## config.mk

```make
export PLATFORM = sky130hd
export DESIGN_NAME = shop_cmd_arbiter
export DESIGN_NICKNAME = d
export VERILOG_FILES = /design/src/rtl/shop_cmd_arbiter.sv
export SDC_FILE = /design/constraint.sdc
export NUM_CORES = 1
export LEC_CHECK = 0
export CAP_MARGIN = 20
export CORE_AREA = 2 2 177 179
export DETAILED_ROUTE_END_ITERATION = 8
export DIE_AREA = 0 0 179 181
export PLACE_DENSITY_LB_ADDON = 0.2
export SKIP_LAST_GASP = 1
export SYNTH_ARGS = -nofsm -noshare
export SYNTH_HDL_FRONTEND = slang
export SYNTH_SLANG_ARGS = --single-unit
export TNS_END_PERCENT = 100
```

## constraint.sdc

```tcl
create_clock -name i_clk -period 2 [get_ports i_clk]
set_input_delay 0.2 -clock i_clk [delete_from_list [all_inputs] [get_ports i_clk]]
set_output_delay 0.2 -clock i_clk [all_outputs]
set_load 0.05 [all_outputs]
```

## src/rtl/shop_cmd_arbiter.sv

```systemverilog
// Round-robin arbiter that multiplexes NUM_REQ requesters onto one shop_v
// command port. It runs the shop handshake for each grant: data held, a
// one-cycle rdy strobe, then a fixed wait. The shop's response is returned
// to the granted requester together with a one-cycle ack.
module shop_cmd_arbiter #(
  parameter int NUM_REQ             = 4,
  parameter int I_A_NUM_ASCII_CHARS = 7,
  parameter int O_A_NUM_ASCII_CHARS = 9,
  parameter int I_U_NUM_BITS        = 4,
  parameter int MAX_USERS           = 5,
  parameter int RESP_WAIT           = 2,
  localparam int I_A_NUM_BITS       = 8 * I_A_NUM_ASCII_CHARS,
  localparam int O_A_NUM_BITS       = 8 * O_A_NUM_ASCII_CHARS
) (
  input  logic                              i_clk,
  input  logic                              i_reset_n,
  input  logic [NUM_REQ-1:0]                i_req,
  input  logic [NUM_REQ*I_U_NUM_BITS-1:0]   i_req_u,
  input  logic [NUM_REQ*I_A_NUM_BITS-1:0]   i_req_a,
  output logic [NUM_REQ-1:0]                o_ack,
  output logic [O_A_NUM_BITS-1:0]           o_resp,
  output logic [2:0]                        o_grant_id,
  output logic                              o_busy,
  output logic [I_U_NUM_BITS-1:0]           o_shop_u,
  output logic [I_A_NUM_BITS-1:0]           o_shop_a,
  output logic                              o_shop_rdy,
  input  logic [O_A_NUM_BITS-1:0]           i_shop_a
);

  localparam int IDX_W = (NUM_REQ > 2) ? $clog2(NUM_REQ) : 1;
  localparam int CNT_W = (RESP_WAIT > 2) ? $clog2(RESP_WAIT) : 1;
  localparam logic [O_A_NUM_BITS-1:0] BAD_USER = O_A_NUM_BITS'("BadUser");

  typedef enum logic [2:0] {
    IDLE   = 3'd0,
    SETUP  = 3'd1,
    STROBE = 3'd2,
    WAIT   = 3'd3,
    RESP   = 3'd4,
    REJECT = 3'd5
  } state_t;

  state_t                  state;
  logic [2:0]              last_grant;
  logic [CNT_W-1:0]        wait_cnt;
  logic                    rej_ack_done;

  logic [2:0]              pick;
  logic                    pick_valid;
  logic [I_U_NUM_BITS-1:0] pick_u;
  logic [I_A_NUM_BITS-1:0] pick_a;
  logic [NUM_REQ-1:0]      grant_onehot;

  // Round-robin search: nearest requester above last_grant wins (scan far to near).
  always_comb begin
    pick       = 3'd0;
    pick_valid = 1'b0;
    for (int i = NUM_REQ; i >= 1; i--) begin
      if (i_req[IDX_W'((int'(last_grant) + i) % NUM_REQ)]) begin
        pick       = 3'((int'(last_grant) + i) % NUM_REQ);
        pick_valid = 1'b1;
      end
    end
  end

  // Grantee payload slices and the ack pattern for the current grant.
  always_comb begin
    pick_u       = i_req_u[int'(pick)*I_U_NUM_BITS +: I_U_NUM_BITS];
    pick_a       = i_req_a[int'(pick)*I_A_NUM_BITS +: I_A_NUM_BITS];
    grant_onehot = NUM_REQ'(1) << o_grant_id;
  end

  // Arbiter FSM with all outputs registered.
  always_ff @(posedge i_clk) begin
    if (!i_reset_n) begin
      state        <= IDLE;
      last_grant   <= 3'(NUM_REQ - 1);
      wait_cnt     <= '0;
      rej_ack_done <= 1'b0;
      o_ack        <= '0;
      o_resp       <= '0;
      o_grant_id   <= 3'd0;
      o_busy       <= 1'b0;
      o_shop_u     <= '0;
      o_shop_a     <= '0;
      o_shop_rdy   <= 1'b0;
    end else begin
      o_shop_rdy <= 1'b0;
      o_ack      <= '0;
      case (state)
        IDLE: begin
          if (pick_valid) begin
            o_shop_u   <= pick_u;
            o_shop_a   <= pick_a;
            o_grant_id <= pick;
            o_busy     <= 1'b1;
            state      <= (int'(pick_u) >= MAX_USERS) ? REJECT : SETUP;
          end
        end
        SETUP: begin
          // Data has been stable for a cycle; strobe next.
          o_shop_rdy <= 1'b1;
          state      <= STROBE;
        end
        STROBE: begin
          wait_cnt <= CNT_W'(RESP_WAIT - 1);
          state    <= WAIT;
        end
        WAIT: begin
          if (wait_cnt == '0) begin
            o_resp <= i_shop_a;
            o_ack  <= grant_onehot;
            state  <= RESP;
          end else begin
            wait_cnt <= wait_cnt - 1'b1;
          end
        end
        RESP: begin
          last_grant <= o_grant_id;
          o_busy     <= 1'b0;
          state      <= IDLE;
        end
        REJECT: begin
          // First cycle loads the reject response and ack; second cycle shows them.
          if (!rej_ack_done) begin
            o_resp       <= BAD_USER;
            o_ack        <= grant_onehot;
            rej_ack_done <= 1'b1;
          end else begin
            rej_ack_done <= 1'b0;
            last_grant   <= o_grant_id;
            o_busy       <= 1'b0;
            state        <= IDLE;
          end
        end
        default: begin
          o_busy <= 1'b0;
          state  <= IDLE;
        end
      endcase
    end
  end

endmodule

```

== Word-level counts from Yosys, hierarchy flattened ==
Cells that the tools add are included.
Word-level totals
  logic and storage cells: 93
  input bits: 318
  bits in registers: 148
Cells by class
  shifts and indexed selects: 3
  bitwise logic cells: 5
  $mul: 1
  reductions and logical operators: 14
  $add $sub $neg: 5
  mux-type cells: 40
  magnitude comparators: 5
  equal/unequal tests: 9
Operator list (count)
  $shiftx 224x10->56: 1
  $mux 72: 2
  $pmux 72 s2: 1
  $mux 3: 8
  $mux 1: 17
  $lt 2x4->1 const B: 4
  $shiftx 16x6->4: 1
  $pmux 3 s5: 1
  $reduce_and 3->1: 3
  $bmux 1 s2: 4
  $mux 4: 2
  $ne 2x2->1 const B: 4
  $pmux 4 s2: 1
  $reduce_or 2->1: 4
  $eq 3x2->1 const B: 2
  $eq 3x3->1 const B: 2
  $mul 3x3->6 const B: 1
  $reduce_bool 2->1: 3
  $add 2x1->2 const B: 2
  $add 2x2->2 const B: 2
  $and 1x1->1 const A: 4
  $ge 4x3->1 const B: 1
  $pmux 2 s2: 1
  $reduce_and 2->1: 2
  other kinds (9): 9

== Longest topological paths before layout ==
Gate-level depths: netlist (run 1).
  word-level depth: 13
  depth in mapped cells: 8
  gate-level depth less buffers: 6

== Worst setup path after synthesis (run 1) ==
Ideal clock, no wire load.
  path type: register to register
  start point: register last_grant[1]
  end point: register o_shop_a[24]
  cell stages (with the launch flop): 8
  library setup time: 0.141 ns
  arrival time: 1.681 ns
  slack: 0.177 ns
  buffers on the path: 2
  cell sequence: dfxtp_1 > o21a_2 > a211oi_4 > buf_12 > buf_12 > mux2_2 > o21ai_1 > o22ai_2
Between the ends
  longest elaborated chain between the ends: 10
Ends and longest elaborated chain
  start: declaration: line 44  | logic [2:0] last_grant;
  start signal: assignment: line 77  | last_grant <= 3'(NUM_REQ - 1);
  start signal: assignment: line 119  | last_grant <= o_grant_id;
  start signal: assignment: line 131  | last_grant <= o_grant_id;
  $add 2x1->2: line 59, 60
  $bmux 1 s2: line 59  | if (i_req[IDX_W'((int'(last_grant) + i) % NUM_REQ)]) begin
  $mux 1 (not written as such) (2 in a row): line 59
  $mux 3 (4 in a row): line 59
  $mul 3x3->6: line 69  | pick_a = i_req_a[int'(pick)*I_A_NUM_BITS +: I_A_NUM_BITS];
  $shiftx 224x10->56: line 69
  end signal: assignment: line 94  | o_shop_a <= pick_a;
  end: declaration: line 25  | output logic [I_A_NUM_BITS-1:0] o_shop_a,
Several ways; a longest one is shown, not always the timed one. The select of a mux whose other input is x is not followed.
A chain may end at the register's enable or synchronous reset.

== Worst setup path after layout (run 1) ==
  start point: register last_grant[0]
  end point: register o_shop_a[34]
Same word-level chain as after synthesis.

==> results of run 1 <==
[repair_timing]
action                                  4_1_cts  5_1_grt
endpoints found under the setup margin        2       55
setup buffers                                 0       10
gates resized for setup                       1       37
cloned                                        0        6
hold buffers                                  0        0
pin swaps                                     0        7
[kinds of logic after synthesis]
family          after synthesis  share of synthesized area (%)
flops                       147                           39.1
other cells                   1                         0.0498
mux                         129                           18.6
compound gates              200                           21.9
buf+inv                      71                           7.15
simple gates                211                           13.2
[per-stage QoR]
stage / utilization [%] / setup TNS, ps
2_1_floorplan: - / 0
3_3_place_gp: 41.8 / -29500
3_5_place_dp: 41.9 / -21470
4_1_cts: 44.0 / -14.1
5_1_grt: 45.2 / -251
6_report: 45.2 / 0
[cell usage after synthesis, types with 16 or more instances]
library cell and instances:
dfxtp_1 147, nand2_1 125, mux2i_1 73, nor2b_1 55, a22oi_1 47, o21ai_1 47
o22ai_2 32, clkbuf_1 27, o221a_2 25, mux2_1 24, o22ai_1 24, mux2_2 22
buf_2 16
[per-layer routing]
metal / up-vias / share of wire [%] / routed length, microns / track usage, %
met3: 26 / 9.5 / 2920 / 6.36
met4: 0 / 1.8 / 567 / 4.75
met1: 3528 / 38 / 11800 / 19.4
li1: 3723 / - / - / -
met5: - / 0 / 0 / 0
met2: 289 / 50 / 15600 / 31.2
[worst max-delay path, cell delays in order (launching register included)]
cell	delay [ps]
dfxtp_4	350
nand2b_4	150
a211oi_4	270
buf_12	160
clkbuf_16	190
clkbuf_16	160
mux2_1	320
o21ai_1	160
o22ai_2	80
[how the worst min path moves through the flow]
| stage | startpoint | to | slack (ps) |
|---|---|---|---|
| 3_5_place_dp | o_shop_a[37] | o_shop_a[37] | 460 |
| 4_1_cts | i_reset_n | state[0] | 200 |
| 2_1_floorplan | i_shop_a[0] | o_resp[0] | 390 |
| 6_report | i_reset_n | state[0] | 210 |
| 3_3_place_gp | o_shop_a[38] | o_shop_a[38] | 460 |
| 5_1_grt | i_reset_n | state[0] | 210 |
[placed cells by master (no fill, tap or decap), drive strengths merged, types with 13 or more instances in the layout]
cell type and count:
a22oi 47, buf 79, clkbuf 23, clkdlybuf4s50 449, dfxtp 147, mux2 56
mux2i 73, nand2 125, nor2 13, nor2b 55, o21ai 59, o221a 25
o22ai 56
[flip-flops by register name, indices dropped and copies added, names as in the netlist]
signal,count
rej_ack_done,1
o_shop_u,4
o_ack,4
o_busy,1
o_shop_rdy,1
o_resp,72
wait_cnt,1
last_grant,2
o_grant_id,2
state,3
o_shop_a,56
[layout make-up]
cell class | instances | area, sq um
Fill cell | 2917 | 16600
Timing Repair Buffer | 534 | 5470
Multi-Input combinational cell | 542 | 4180
Sequential cell | 147 | 2950
Tap cell | 396 | 495
Clock buffer | 18 | 429
Clock inverter | 14 | 203
Inverter | 1 | 3.75
[power breakdown]
group	switching, mW	leakage [nW]	internal [mW]
Clock	1.40	0.294	2.11
Sequential	0.490	1.20	3.72
Combinational	5.53	3.63	4.16
==> flow_metrics.tcl, run 1 <==
set metrics [dict create \
    antenna_found_initial 0 \
    ys_seq_area_share_pct 39.1 \
    end_kind "register" \
    slew_viol_final 0 \
    fp.dieW_microns 179 \
    reg2reg_slack_ps 40 \
    crit_arrival_ps 2260 \
    die_area_sq_um 32400 \
    clkTransAtPathRegs_ps 60 \
    r2r-start "last_grant[0]" \
    placed_cell_area_sq_um 12700 \
    cp-startpoint "last_grant[0]" \
    cts_buffers 17 \
    rsz0062_at_grt "yes" \
    start_util_pct 24.8 \
    syn_inst 759 \
    cts_tree "built" \
    synth_cell_type_count 46 \
    route.detailed.drc 0 \
    min_period_ps 1960 \
    die_h_microns 181 \
    crit_fanout 7 \
    fmax_mhz 511 \
    diodes 0 \
    wire_per_inst_microns 18.7 \
    synth_top_cell_by_area "dfxtp_1" \
    overflow 0 \
    drt-total-wl_microns 30900 \
    clk_path_buf_depth 2 \
    holdPathStages 2 \
    dpl.hpwl_microns 22800 \
    setup_viol 0 \
    irDropWorstVdd_mv 0.706 \
    rows 64 \
    reg2reg_depth 8 \
    slew_headroom_pct 59.8 \
    grt_pass1_wl_microns 43700 \
    pre_cts_ws_ps -453 \
    synth.top_cell.area_share_pct 39.1 \
    gp_congestion 0.809 \
    leakage_nw 5.12 \
    ant_nets 0 \
    vias 7566 \
    hold_viol 0 \
    root_buffer "clkbuf_16" \
    p_total_mw 17.4 \
    htree_levels 4 \
    drt_iter0_drc 254 \
    clock_latency_ps 430 \
    async_reset_ff_share_pct 0 \
    setup_slack_ps 42.3 \
    crit_required_ps 2300 \
    post_layout_nonfiller_instances 1652 \
    area_growth_pct 82.4 \
    crit_end "o_shop_a[34]" \
    synth_edf_count 0 \
    layout-drive-gt1-share_pct 19.7 \
    grt_use_total_pct 17.5 \
    yosysWarningCount 0 \
    timing.rr.end "o_shop_a[34]" \
    power_density_nw_per_um2 1270 \
    ioPinCount 459 \
    synthFlopType "dfxtp_1" \
    final_area_sq_um 13700 \
    syn_area_per_cell_sq_um 9.91 \
    grt_max_degree 62 \
    first_global_vias 7426 \
    place_inst 1604 \
    synth_nets 1077 \
    place.port_buffers 457 \
    synth-seq-cells 147 \
    cts.sinks 147 \
    nets 1561 \
    syn_area_sq_um 7520 \
    whs_ps 214 \
    max_cap_violations 0 \
    path_class "reg2reg" \
    holdCritPathClass "in2reg" \
    worst_clock_skew_ps 16.4 \
    worst_pin_slew_ps 600 \
    first_pass_iters 4 \
    period_share_pct 97.9 \
    fp.coreArea_sq_um 30300 \
    via_per_inst 4.58 \
    critPathLaunchType "register" \
    status "complete, no violations" \
    synth_area_leaders "dfxtp_1 (39%), mux2i_1 (9.7%), nand2_1 (6.2%), o22ai_2 (5.3%), a22oi_1 (4.7%)" \
]
Power figures use the tool's default switching activity.
==> run 2: changes to the inputs <==
CAP_MARGIN = not set   (was 20)
CORE_AREA = 4 4 179 181   (was 2 2 177 179)
DIE_AREA = 0 0 183 185   (was 0 0 179 181)
SLEW_MARGIN = 20   (was not set)
==> run 2 against run 1 <==
  * Wire length increased by 4.8%
  * Total power fell by 0.61%
  * Cell area grew 0.25%
  * Sequential share of layout area shrank 0.055 points
  * Count of clock-buffer cells in the layout down 1
  * Fmax is 0.52% lower
  * Sequential power decreased by 1%
  * Via count down 0.25%
  * Largest power group unchanged
==> flow_metrics.tcl, run 2 (same netlist as run 1, synthesis figures left out) <==
set metrics [dict create \
    nets 1554 \
    die_h_microns 185 \
    use_met3_pct 6.25 \
    crit_fanout 9 \
    largest_reg_flops 72 \
    r2r-start "last_grant[0]" \
    rows 64 \
    clkTransAtPathRegs_ps 70 \
    crit_cells 8 \
    fp.dieW_microns 183 \
    setup_viol 0 \
    max_stage_delay_ps 360 \
    hold_viol 0 \
    area_growth_pct 82.9 \
    overflow 0 \
    cp_top_family "buffers and inverters" \
    crit_top_cell "clkbuf_16" \
    final_area_sq_um 13800 \
    cts_buffers 17 \
    worst_pin_slew_ps 633 \
    dpl.hpwl_microns 23400 \
    seq_area_sq_um 2950 \
    status "complete, no violations" \
    rsz0062_at_grt "yes" \
    ioPinCount 459 \
    layout-drive-gt1-share_pct 19.5 \
    start_util_pct 24.7 \
    fmax_mhz 508 \
    multi_input_area_sq_um 4210 \
    power_density_nw_per_um2 1260 \
    irDropWorstVdd_mv 0.498 \
    placed_cell_area_sq_um 12700 \
    path_class "reg2reg" \
    clock_latency_ps 430 \
    p_sw_share_pct 44.2 \
    seqPwrFrac_pct 24.1 \
    crit_arrival_ps 2250 \
    worst_clock_skew_ps 13.1 \
    fp.coreArea_sq_um 30400 \
    crit_required_ps 2280 \
    combPwrFrac_pct 57.0 \
    root_buffer "clkbuf_16" \
    die_area_sq_um 33900 \
    holdCritPathClass "in2reg" \
    pre_cts_ws_ps -379 \
    use_met2_pct 30.2 \
    vias 7547 \
    leakage_nw 5.12 \
    setup_slack_ps 32.0 \
    cts_tree "built" \
    n_fill_cell 2939 \
    drt_iter0_drc 241 \
    min_period_ps 1970 \
    path_cells "nand2b_4 > a211oi_4 > buf_12 > clkbuf_16 > clkbuf_16 > mux2_4 > o21ai_2 > o22ai_2" \
    p_clk_share_pct 18.9 \
    p_sw_mw 7.64 \
    slew_headroom_pct 57.7 \
    ant_nets 0 \
    regMostFlops "o_resp" \
    period_share_pct 98.4 \
    layout.cells.most_common_list "clkdlybuf4s50_1 (453), dfxtp_1 (145), nand2_1 (124)" \
    top_usage_layer "met2" \
    slew_viol_final 0 \
    cts.sinks 147 \
    cp-startpoint "last_grant[0]" \
    place.port_buffers 457 \
    wire_per_inst_microns 19.7 \
    reg2reg_depth 8 \
    first_pass_iters 4 \
    critPathLaunchType "register" \
    antenna_found_initial 2 \
    grt_use_total_pct 17.3 \
    gp_congestion 0.790 \
    path_buf_inv 3 \
    cp_slowest_cell "dfxtp_4" \
    route.detailed.drc 0 \
    clk_path_buf_depth 2 \
    final_common_cell "clkdlybuf4s50_1" \
    via_per_inst 4.59 \
    internal_power_mw 9.65 \
    crit_end "o_shop_a[13]" \
    max_cap_violations 0 \
    htree_levels 4 \
    grt_max_degree 69 \
    end_kind "register" \
    drt-total-wl_microns 32400 \
    reg.largest.list "o_resp x72, o_shop_a x56" \
    timing.rr.end "o_shop_a[13]" \
    first_global_vias 7678 \
    grtUsageMet1_pct 19.9 \
    grt_pass1_wl_microns 45900 \
    reg2reg_slack_ps 30 \
]
## run 2: worst min-delay path by stage
stage,endpoint,slack [ps],cells after the start,start
floorplan,o_resp[0],390,2,i_shop_a[0]
global placement,o_shop_a[55],460,2,o_shop_a[55]
detailed placement,o_shop_a[37],460,2,o_shop_a[37]
CTS,last_grant[1],150,2,i_reset_n
global route,last_grant[1],170,2,i_reset_n
finish,last_grant[1],170,2,i_reset_n
## run 2: timing repair
action                     4_1_cts  5_1_grt
gates cloned                     1        8
pin swaps                        1        9
setup endpoints to repair       16       23
buffers inserted                 6        7
hold buffers                     0        0
resized for setup                3       48
## run 2: per-stage QoR
step           util (%)  instances  hold WS, ps  power [mW]  TNS, ps
2_1_floorplan         -        759          385        10.2        0
3_3_place_gp       41.5       1593          455        13.4   -23910
3_5_place_dp       41.6       1594          458        13.5   -19000
4_1_cts            43.9       1633          153        17.0    -12.8
5_1_grt            45.2       1646          175        18.2     -318
6_report           45.2       1646          167        17.3        0
## run 2: final cells by class
| type | count | area share [%] |
|---|---|---|
| timing repair buffer | 527 | 40.0 |
| multi-input combinational | 542 | 30.6 |
| sequential | 147 | 21.4 |
| tap | 396 | 3.60 |
| clock buffer | 17 | 3.09 |
| clock inverter | 15 | 1.21 |
| inverter | 1 | 0.0273 |
| antenna | 1 | 0.0182 |
## run 2: power groups by stage
| stage | Combinational, mW | Sequential, mW | Clock [mW] |
|---|---|---|---|
| after global placement | 9.22 | 4.22 | 0 |
| after floorplan | 3.52 | 6.70 | 0 |
| final | 9.86 | 4.17 | 3.27 |
| after global routing | 10.4 | 4.27 | 3.53 |
| after detailed placement | 9.26 | 4.23 | 0 |
| after CTS | 9.45 | 4.18 | 3.39 |
## run 2: layer usage
| metal | vias to the layer above | wire, microns |
|---|---|---|
| met5 | - | 13 |
| met4 | 2 | 757 |
| met3 | 35 | 2780 |
| met2 | 298 | 16000 |
| met1 | 3511 | 12800 |
| li1 | 3701 | - |
